==> src/rtl/stereo_stream_source_if.sv <==
// Valid/ready pixel-pair handshake between an upstream stereo source and
// the stream transmitter.
interface stereo_stream_source_if;
  logic       src_valid;
  logic [7:0] src_left;
  logic [7:0] src_right;
  logic       src_ready;

  modport master (output src_valid, output src_left, output src_right, input src_ready);
  modport slave  (input src_valid, input src_left, input src_right, output src_ready);
endinterface

==> src/rtl/stereo_stream_source.sv <==
// Stereo video transmitter: raster timing generator that pulls left/right
// pixel pairs from a valid/ready source and emits registered de/sync/pixels.
module stereo_stream_source #(
  parameter int H_ACTIVE  = 1280,
  parameter int H_FP      = 110,
  parameter int H_SYNC    = 40,
  parameter int H_BP      = 220,
  parameter int V_ACTIVE  = 720,
  parameter int V_FP      = 5,
  parameter int V_SYNC    = 5,
  parameter int V_BP      = 20,
  parameter int ROW_WIDTH = 10,
  parameter int COL_WIDTH = 11
) (
  input  logic                   clk,
  input  logic                   rst,
  input  logic                   en_i,
  stereo_stream_source_if.slave  src,
  output logic                   de_o,
  output logic                   h_sync_o,
  output logic                   v_sync_o,
  output logic [7:0]             pixel_left_o,
  output logic [7:0]             pixel_right_o,
  output logic [ROW_WIDTH-1:0]   row_o,
  output logic [COL_WIDTH-1:0]   col_o,
  output logic                   frame_start_o,
  output logic                   underflow_o
);

  localparam logic [COL_WIDTH-1:0] H_LAST   = COL_WIDTH'(H_ACTIVE + H_FP + H_SYNC + H_BP - 1);
  localparam logic [ROW_WIDTH-1:0] V_LAST   = ROW_WIDTH'(V_ACTIVE + V_FP + V_SYNC + V_BP - 1);
  localparam logic [COL_WIDTH-1:0] H_ACT    = COL_WIDTH'(H_ACTIVE);
  localparam logic [COL_WIDTH-1:0] HS_BEGIN = COL_WIDTH'(H_ACTIVE + H_FP);
  localparam logic [COL_WIDTH-1:0] HS_END   = COL_WIDTH'(H_ACTIVE + H_FP + H_SYNC);
  localparam logic [ROW_WIDTH-1:0] V_ACT    = ROW_WIDTH'(V_ACTIVE);
  localparam logic [ROW_WIDTH-1:0] VS_BEGIN = ROW_WIDTH'(V_ACTIVE + V_FP);
  localparam logic [ROW_WIDTH-1:0] VS_END   = ROW_WIDTH'(V_ACTIVE + V_FP + V_SYNC);

  typedef enum logic {S_IDLE = 1'b0, S_RUN = 1'b1} state_t;

  state_t                 state_q, state_d;
  logic [COL_WIDTH-1:0]   h_cnt_q, h_cnt_d;
  logic [ROW_WIDTH-1:0]   v_cnt_q, v_cnt_d;
  logic                   active_s, hs_s, vs_s;

  logic                   de_q, hs_q, vs_q, fs_q, uf_q;
  logic [7:0]             pl_q, pr_q;
  logic [ROW_WIDTH-1:0]   row_q;
  logic [COL_WIDTH-1:0]   col_q;

  always_comb begin
    state_d  = state_q;
    h_cnt_d  = h_cnt_q;
    v_cnt_d  = v_cnt_q;
    active_s = 1'b0;
    hs_s     = 1'b0;
    vs_s     = 1'b0;
    case (state_q)
      S_IDLE: begin
        h_cnt_d = '0;
        v_cnt_d = '0;
        if (en_i) state_d = S_RUN;
        else      state_d = S_IDLE;
      end
      S_RUN: begin
        active_s = (h_cnt_q < H_ACT) && (v_cnt_q < V_ACT);
        hs_s     = (h_cnt_q >= HS_BEGIN) && (h_cnt_q < HS_END);
        vs_s     = (v_cnt_q >= VS_BEGIN) && (v_cnt_q < VS_END);
        if (h_cnt_q == H_LAST) begin
          h_cnt_d = '0;
          // en is only honoured at the frame boundary so frames are never truncated
          if (v_cnt_q == V_LAST) begin
            v_cnt_d = '0;
            if (en_i) state_d = S_RUN;
            else      state_d = S_IDLE;
          end else begin
            v_cnt_d = v_cnt_q + ROW_WIDTH'(1);
          end
        end else begin
          h_cnt_d = h_cnt_q + COL_WIDTH'(1);
        end
      end
      default: begin
        state_d = S_IDLE;
        h_cnt_d = '0;
        v_cnt_d = '0;
      end
    endcase
  end

  assign src.src_ready = active_s;

  always_ff @(posedge clk or posedge rst) begin
    if (rst) begin
      state_q <= S_IDLE;
      h_cnt_q <= '0;
      v_cnt_q <= '0;
    end else begin
      state_q <= state_d;
      h_cnt_q <= h_cnt_d;
      v_cnt_q <= v_cnt_d;
    end
  end

  // Timing never stalls: a missing pair yields zero pixels and a sticky underflow
  always_ff @(posedge clk or posedge rst) begin
    if (rst) begin
      de_q  <= 1'b0;
      hs_q  <= 1'b0;
      vs_q  <= 1'b0;
      fs_q  <= 1'b0;
      uf_q  <= 1'b0;
      pl_q  <= 8'd0;
      pr_q  <= 8'd0;
      row_q <= '0;
      col_q <= '0;
    end else begin
      de_q  <= active_s;
      hs_q  <= hs_s;
      vs_q  <= vs_s;
      fs_q  <= active_s && (h_cnt_q == '0) && (v_cnt_q == '0);
      uf_q  <= uf_q | (active_s & ~src.src_valid);
      pl_q  <= (active_s && src.src_valid) ? src.src_left  : 8'd0;
      pr_q  <= (active_s && src.src_valid) ? src.src_right : 8'd0;
      row_q <= (state_q == S_RUN) ? v_cnt_q : '0;
      col_q <= (state_q == S_RUN) ? h_cnt_q : '0;
    end
  end

  assign de_o          = de_q;
  assign h_sync_o      = hs_q;
  assign v_sync_o      = vs_q;
  assign frame_start_o = fs_q;
  assign underflow_o   = uf_q;
  assign pixel_left_o  = pl_q;
  assign pixel_right_o = pr_q;
  assign row_o         = row_q;
  assign col_o         = col_q;

endmodule

==> src/flat_wrapper.sv <==
// flat-port wrapper written by rule: the top's interface ports become plain ports
module stereo_stream_source_flat 
#(
  parameter int H_ACTIVE  = 1280,
  parameter int H_FP      = 110,
  parameter int H_SYNC    = 40,
  parameter int H_BP      = 220,
  parameter int V_ACTIVE  = 720,
  parameter int V_FP      = 5,
  parameter int V_SYNC    = 5,
  parameter int V_BP      = 20,
  parameter int ROW_WIDTH = 10,
  parameter int COL_WIDTH = 11
)
  (clk, rst, en_i, de_o, h_sync_o, v_sync_o, pixel_left_o, pixel_right_o, row_o, col_o, frame_start_o, underflow_o, src_src_valid, src_src_left, src_src_right, src_src_ready);
  stereo_stream_source_if src_i ();
  input  logic clk;
  input  logic rst;
  input  logic en_i;
  output logic de_o;
  output logic h_sync_o;
  output logic v_sync_o;
  output logic [7:0] pixel_left_o;
  output logic [7:0] pixel_right_o;
  output logic [ROW_WIDTH-1:0] row_o;
  output logic [COL_WIDTH-1:0] col_o;
  output logic frame_start_o;
  output logic underflow_o;
  input wire logic [$bits(src_i.src_valid)-1:0] src_src_valid;
  input wire logic [$bits(src_i.src_left)-1:0] src_src_left;
  input wire logic [$bits(src_i.src_right)-1:0] src_src_right;
  output wire logic [$bits(src_i.src_ready)-1:0] src_src_ready;
  assign src_i.src_valid = src_src_valid;
  assign src_i.src_left = src_src_left;
  assign src_i.src_right = src_src_right;
  assign src_src_ready = src_i.src_ready;
  stereo_stream_source #(.H_ACTIVE(H_ACTIVE), .H_FP(H_FP), .H_SYNC(H_SYNC), .H_BP(H_BP), .V_ACTIVE(V_ACTIVE), .V_FP(V_FP), .V_SYNC(V_SYNC), .V_BP(V_BP), .ROW_WIDTH(ROW_WIDTH), .COL_WIDTH(COL_WIDTH)) u_core (.clk(clk), .rst(rst), .en_i(en_i), .src(src_i), .de_o(de_o), .h_sync_o(h_sync_o), .v_sync_o(v_sync_o), .pixel_left_o(pixel_left_o), .pixel_right_o(pixel_right_o), .row_o(row_o), .col_o(col_o), .frame_start_o(frame_start_o), .underflow_o(underflow_o));
endmodule
==> config.mk <==
export PLATFORM = sky130hd
export DESIGN_NAME = stereo_stream_source_flat
export DESIGN_NICKNAME = d
export VERILOG_FILES = /design/src/rtl/stereo_stream_source_if.sv /design/src/rtl/stereo_stream_source.sv /design/src/flat_wrapper.sv
export SDC_FILE = /design/constraint.sdc
export NUM_CORES = 1
export LEC_CHECK = 0
export ABC_AREA = 1
export CORE_UTILIZATION = 35
export CTS_BUF_LIST = sky130_fd_sc_hd__clkbuf_8 sky130_fd_sc_hd__clkbuf_16
export CTS_CLUSTER_DIAMETER = 40
export DETAILED_ROUTE_END_ITERATION = 8
export DONT_BUFFER_PORTS = 1
export GPL_TIMING_DRIVEN = 0
export PLACE_DENSITY = 0.57
export SYNTH_ARGS = -nofsm -noshare
export SYNTH_HDL_FRONTEND = slang
export SYNTH_SLANG_ARGS = --single-unit
==> constraint.sdc <==
create_clock -name clk -period 3.8 [get_ports clk]
set_input_delay 0.76 -clock clk [delete_from_list [all_inputs] [get_ports clk]]
set_output_delay 0.76 -clock clk [all_outputs]
set_load 0.02 [all_outputs]
==> flow_summary.yaml <==
logic_synthesis:
  yosys_warnings: 0
  synthTopCellsByArea: "dfrtp_1 55%, nand2_1 9.5%, inv_1 7.7%, nor2_1 6.1%, nand3_1 3.3%"
  synth_area_leader_cell: "dfrtp_1"
  synth_nets: 361
  synth_area_um2: 2910
  syn_area_per_cell_um2: 8.72
  synth_top_area_share_pct: 55.0
  ys_seq_elements: 64
  ys_seq_area_share_pct: 55.0
  async_flop_share_pct: 100
  synth_cell_types: 35
  synth_edf_count: 0
  syn_inst: 334
  synth_flop_cell: "dfrtp_1"
routing:
  drt-total-wl_mm: 5.97
  drt-initial-drc-count: 202
  drc: 0
  routed_via_density: 4.67
  dr.pass1.iters: 4
  routedWlPerCell_um: 13.2
  ant_nets: 0
  num_vias: 2116
critical_path:
  critPathCaptureType: "output port"
  critPathTopFamily: "flip-flops"
  start_kind: "flop"
  worst_path_largest_cell_delay_ns: 0.42
  path_cells: "inv_1, nand2_1, a21oi_1, nand2_2, inv_2"
  worstPathMaxFanout: 4
  rrSetupSlack_ns: 2.18
  required_ns: 3.04
  path_buf_inv: 2
  cp_slowest_cell: "dfrtp_1"
  worstSetupPathType: "reg -> out"
  crit_arrival_ns: 1.41
die:
  pin_count: 63
  core_region_area_um2: 7890
  row_count: 32
  start_util_pct: 36.9
  die_area_um2: 8690
  fp.dieW_um: 93.2
  die_h_um: 93.2
power_and_ir_drop:
  p_sw_uw: 572
  irDropWorstVdd_mv: 0.201
  p_per_area_nw_per_um2: 554
  pwr-share-comb_pct: 13.7
  power.share.sequential_pct: 49.6
  p_clk_share_pct: 36.7
  p_leak_nw: 1.77
  p_int_mw: 1.25
  swShare_pct: 31.4
sta:
  finalCriticalPeriod_ns: 2.17
  fin_tns_setup_ns: 0
  worst_clock_skew_ns: 0.00600
  fin_worst_hold_slack_ns: 0.315
  post-route-period-util_pct: 57.2
  worst_pin_slew_ns: 0.490
  setup_viol: 0
  finalMaxSlewViolations: 0
  hold_viol: 0
  rsz0062_at_grt: "false"
  slew_headroom_pct: 67.3
  fmaxAchievable_mhz: 460
clock_network:
  clock_path_buffers: 2
  numCtsBuffers: 9
  cts.sinks: 64
  clkLatencyLatePin_ns: 0.34
  cts_tree: "done"
  ctsHoldBuffers: 0
  post-cts-setup-buffers: 0
  ctsResizeCount: 0
  clk_pin_slew_ns: 0.07
  clockRootBuffer: "clkbuf_8"
  htreeDepth: 3
cells_and_area:
  antennaDiodeCount: 0
  nets: 373
  drive_gt1_share_pct: 13.1
  area_growth_pct: 13.0
  layout_common_cells: "74 x nand2_1, 64 x dfrtp_1, 59 x inv_1"
  mostFrequentLayoutCell: "nand2_1"
global_route:
  overflow: 0
  grt_pass1_wl_mm: 10.0
  grt_usage_pct: 15.6
  grt_max_degree: 44
  grt_pass1_vias: 2047
  antenna_found_initial: 0
status:
  status: "finished clean"
placement:
  gp_congestion: 0.807
  portBuffers: 0
  hpwl_mm: 4.25
run:
  maxCapViolCount: 0
worst_hold_path:
  hp-class: "in -> async"
-- kinds of logic (layout without fill, tap and decap cells) --
| kind of cell | Yosys count | after routing | synth area share [%] |
|---|---|---|---|
| AOI/OAI and AO/OA | 21 | 21 | 4.34 |
| xor gates and xnor gates | 4 | 4 | 1.20 |
| adders and majority gates | 7 | 7 | 3.01 |
| buffers and inverters | 72 | 89 | 10.6 |
| DFF | 64 | 64 | 55.0 |
| and+or+nand+nor | 166 | 166 | 25.8 |
-- synth_stat cells (2+ instances only) --
library cell  count
o21ai_0           6
or2_2             2
a211oi_1          2
buf_6             2
nand3_1          19
ha_1              7
inv_2             3
nor2_4            3
o21ai_1           2
nand2_4           2
dfrtp_1          64
inv_1            60
nand2_2           4
xor2_1            4
nand2_1          74
nor2_1           47
buf_2             2
nand4_1           3
nor3b_1           2
nor2_2            2
a31oi_1           2
a21oi_1           5
nor3_1            4
buf_4             2
-- layer usage --
metal  global-route usage, %  vias to the layer above  share of wire (%)
met3                    4.88                       10                6.8
met5                       0                        -                  0
met1                    19.5                      984                 46
met4                    8.46                        0                2.2
met2                    23.9                       88                 45
li1                        -                     1034                  -
-- sequential cells by signal, summed over array words and instances (netlist names), 8 cells and up --
signal / count
u_core.col_o: 11
u_core.v_cnt_q: 10
u_core.h_cnt_q: 11
u_core.pixel_right_o: 8
u_core.pixel_left_o: 8
u_core.row_o: 10
-- layout make-up --
type / instances / area, um2
fill: 774 / 4600
sequential: 64 / 1600
multi-input combinational: 198 / 1000
inverter: 64 / 241
clock buffer: 10 / 138
tap: 102 / 128
clock inverter: 6 / 92.6
buffer: 8 / 67.6
timing repair buffer: 1 / 20.0
-- power groups by stage --
stage / registers (mW) / clock network [mW] / logic (mW)
finish: 0.904 / 0.668 / 0.249
global route: 0.914 / 0.726 / 0.286
global placement: 0.915 / 0 / 0.235
detailed placement: 0.916 / 0 / 0.246
floorplan: 0.896 / 0 / 0.205
CTS: 0.904 / 0.688 / 0.252
-- through the flow --
| step | cells | worst slack, ns | utilization [%] | total power, mW | area [um2] |
|---|---|---|---|---|---|
| global route | 453 | 1.53 | 41.7 | 1.93 | 3290 |
| detailed placement | 437 | 2.00 | 38.8 | 1.16 | 3060 |
| global placement | 436 | 0.796 | 38.5 | 1.15 | 3040 |
| CTS | 453 | 1.61 | 41.7 | 1.84 | 3290 |
| floorplan | 334 | 1.44 | - | 1.10 | 2910 |
| finish | 453 | 1.63 | 41.7 | 1.82 | 3290 |
-- final timing paths --
check | from | end | cells after the start
setup / recovery | u_core.h_cnt_q[8] | src_src_ready | 5
hold / removal | rst | u_core.pixel_left_o[3] | 1
setup reg to reg | u_core.v_cnt_q[1] | u_core.v_cnt_q[4] | 9
hold reg to reg | u_core.h_cnt_q[0] | u_core.h_cnt_q[0] | 1
max in group asynchronous | rst | u_core.row_o[0] | 2
min in group clk | src_src_left[5] | u_core.pixel_left_o[5] | 2
Note: power is estimated with default switching activity, not from simulation.
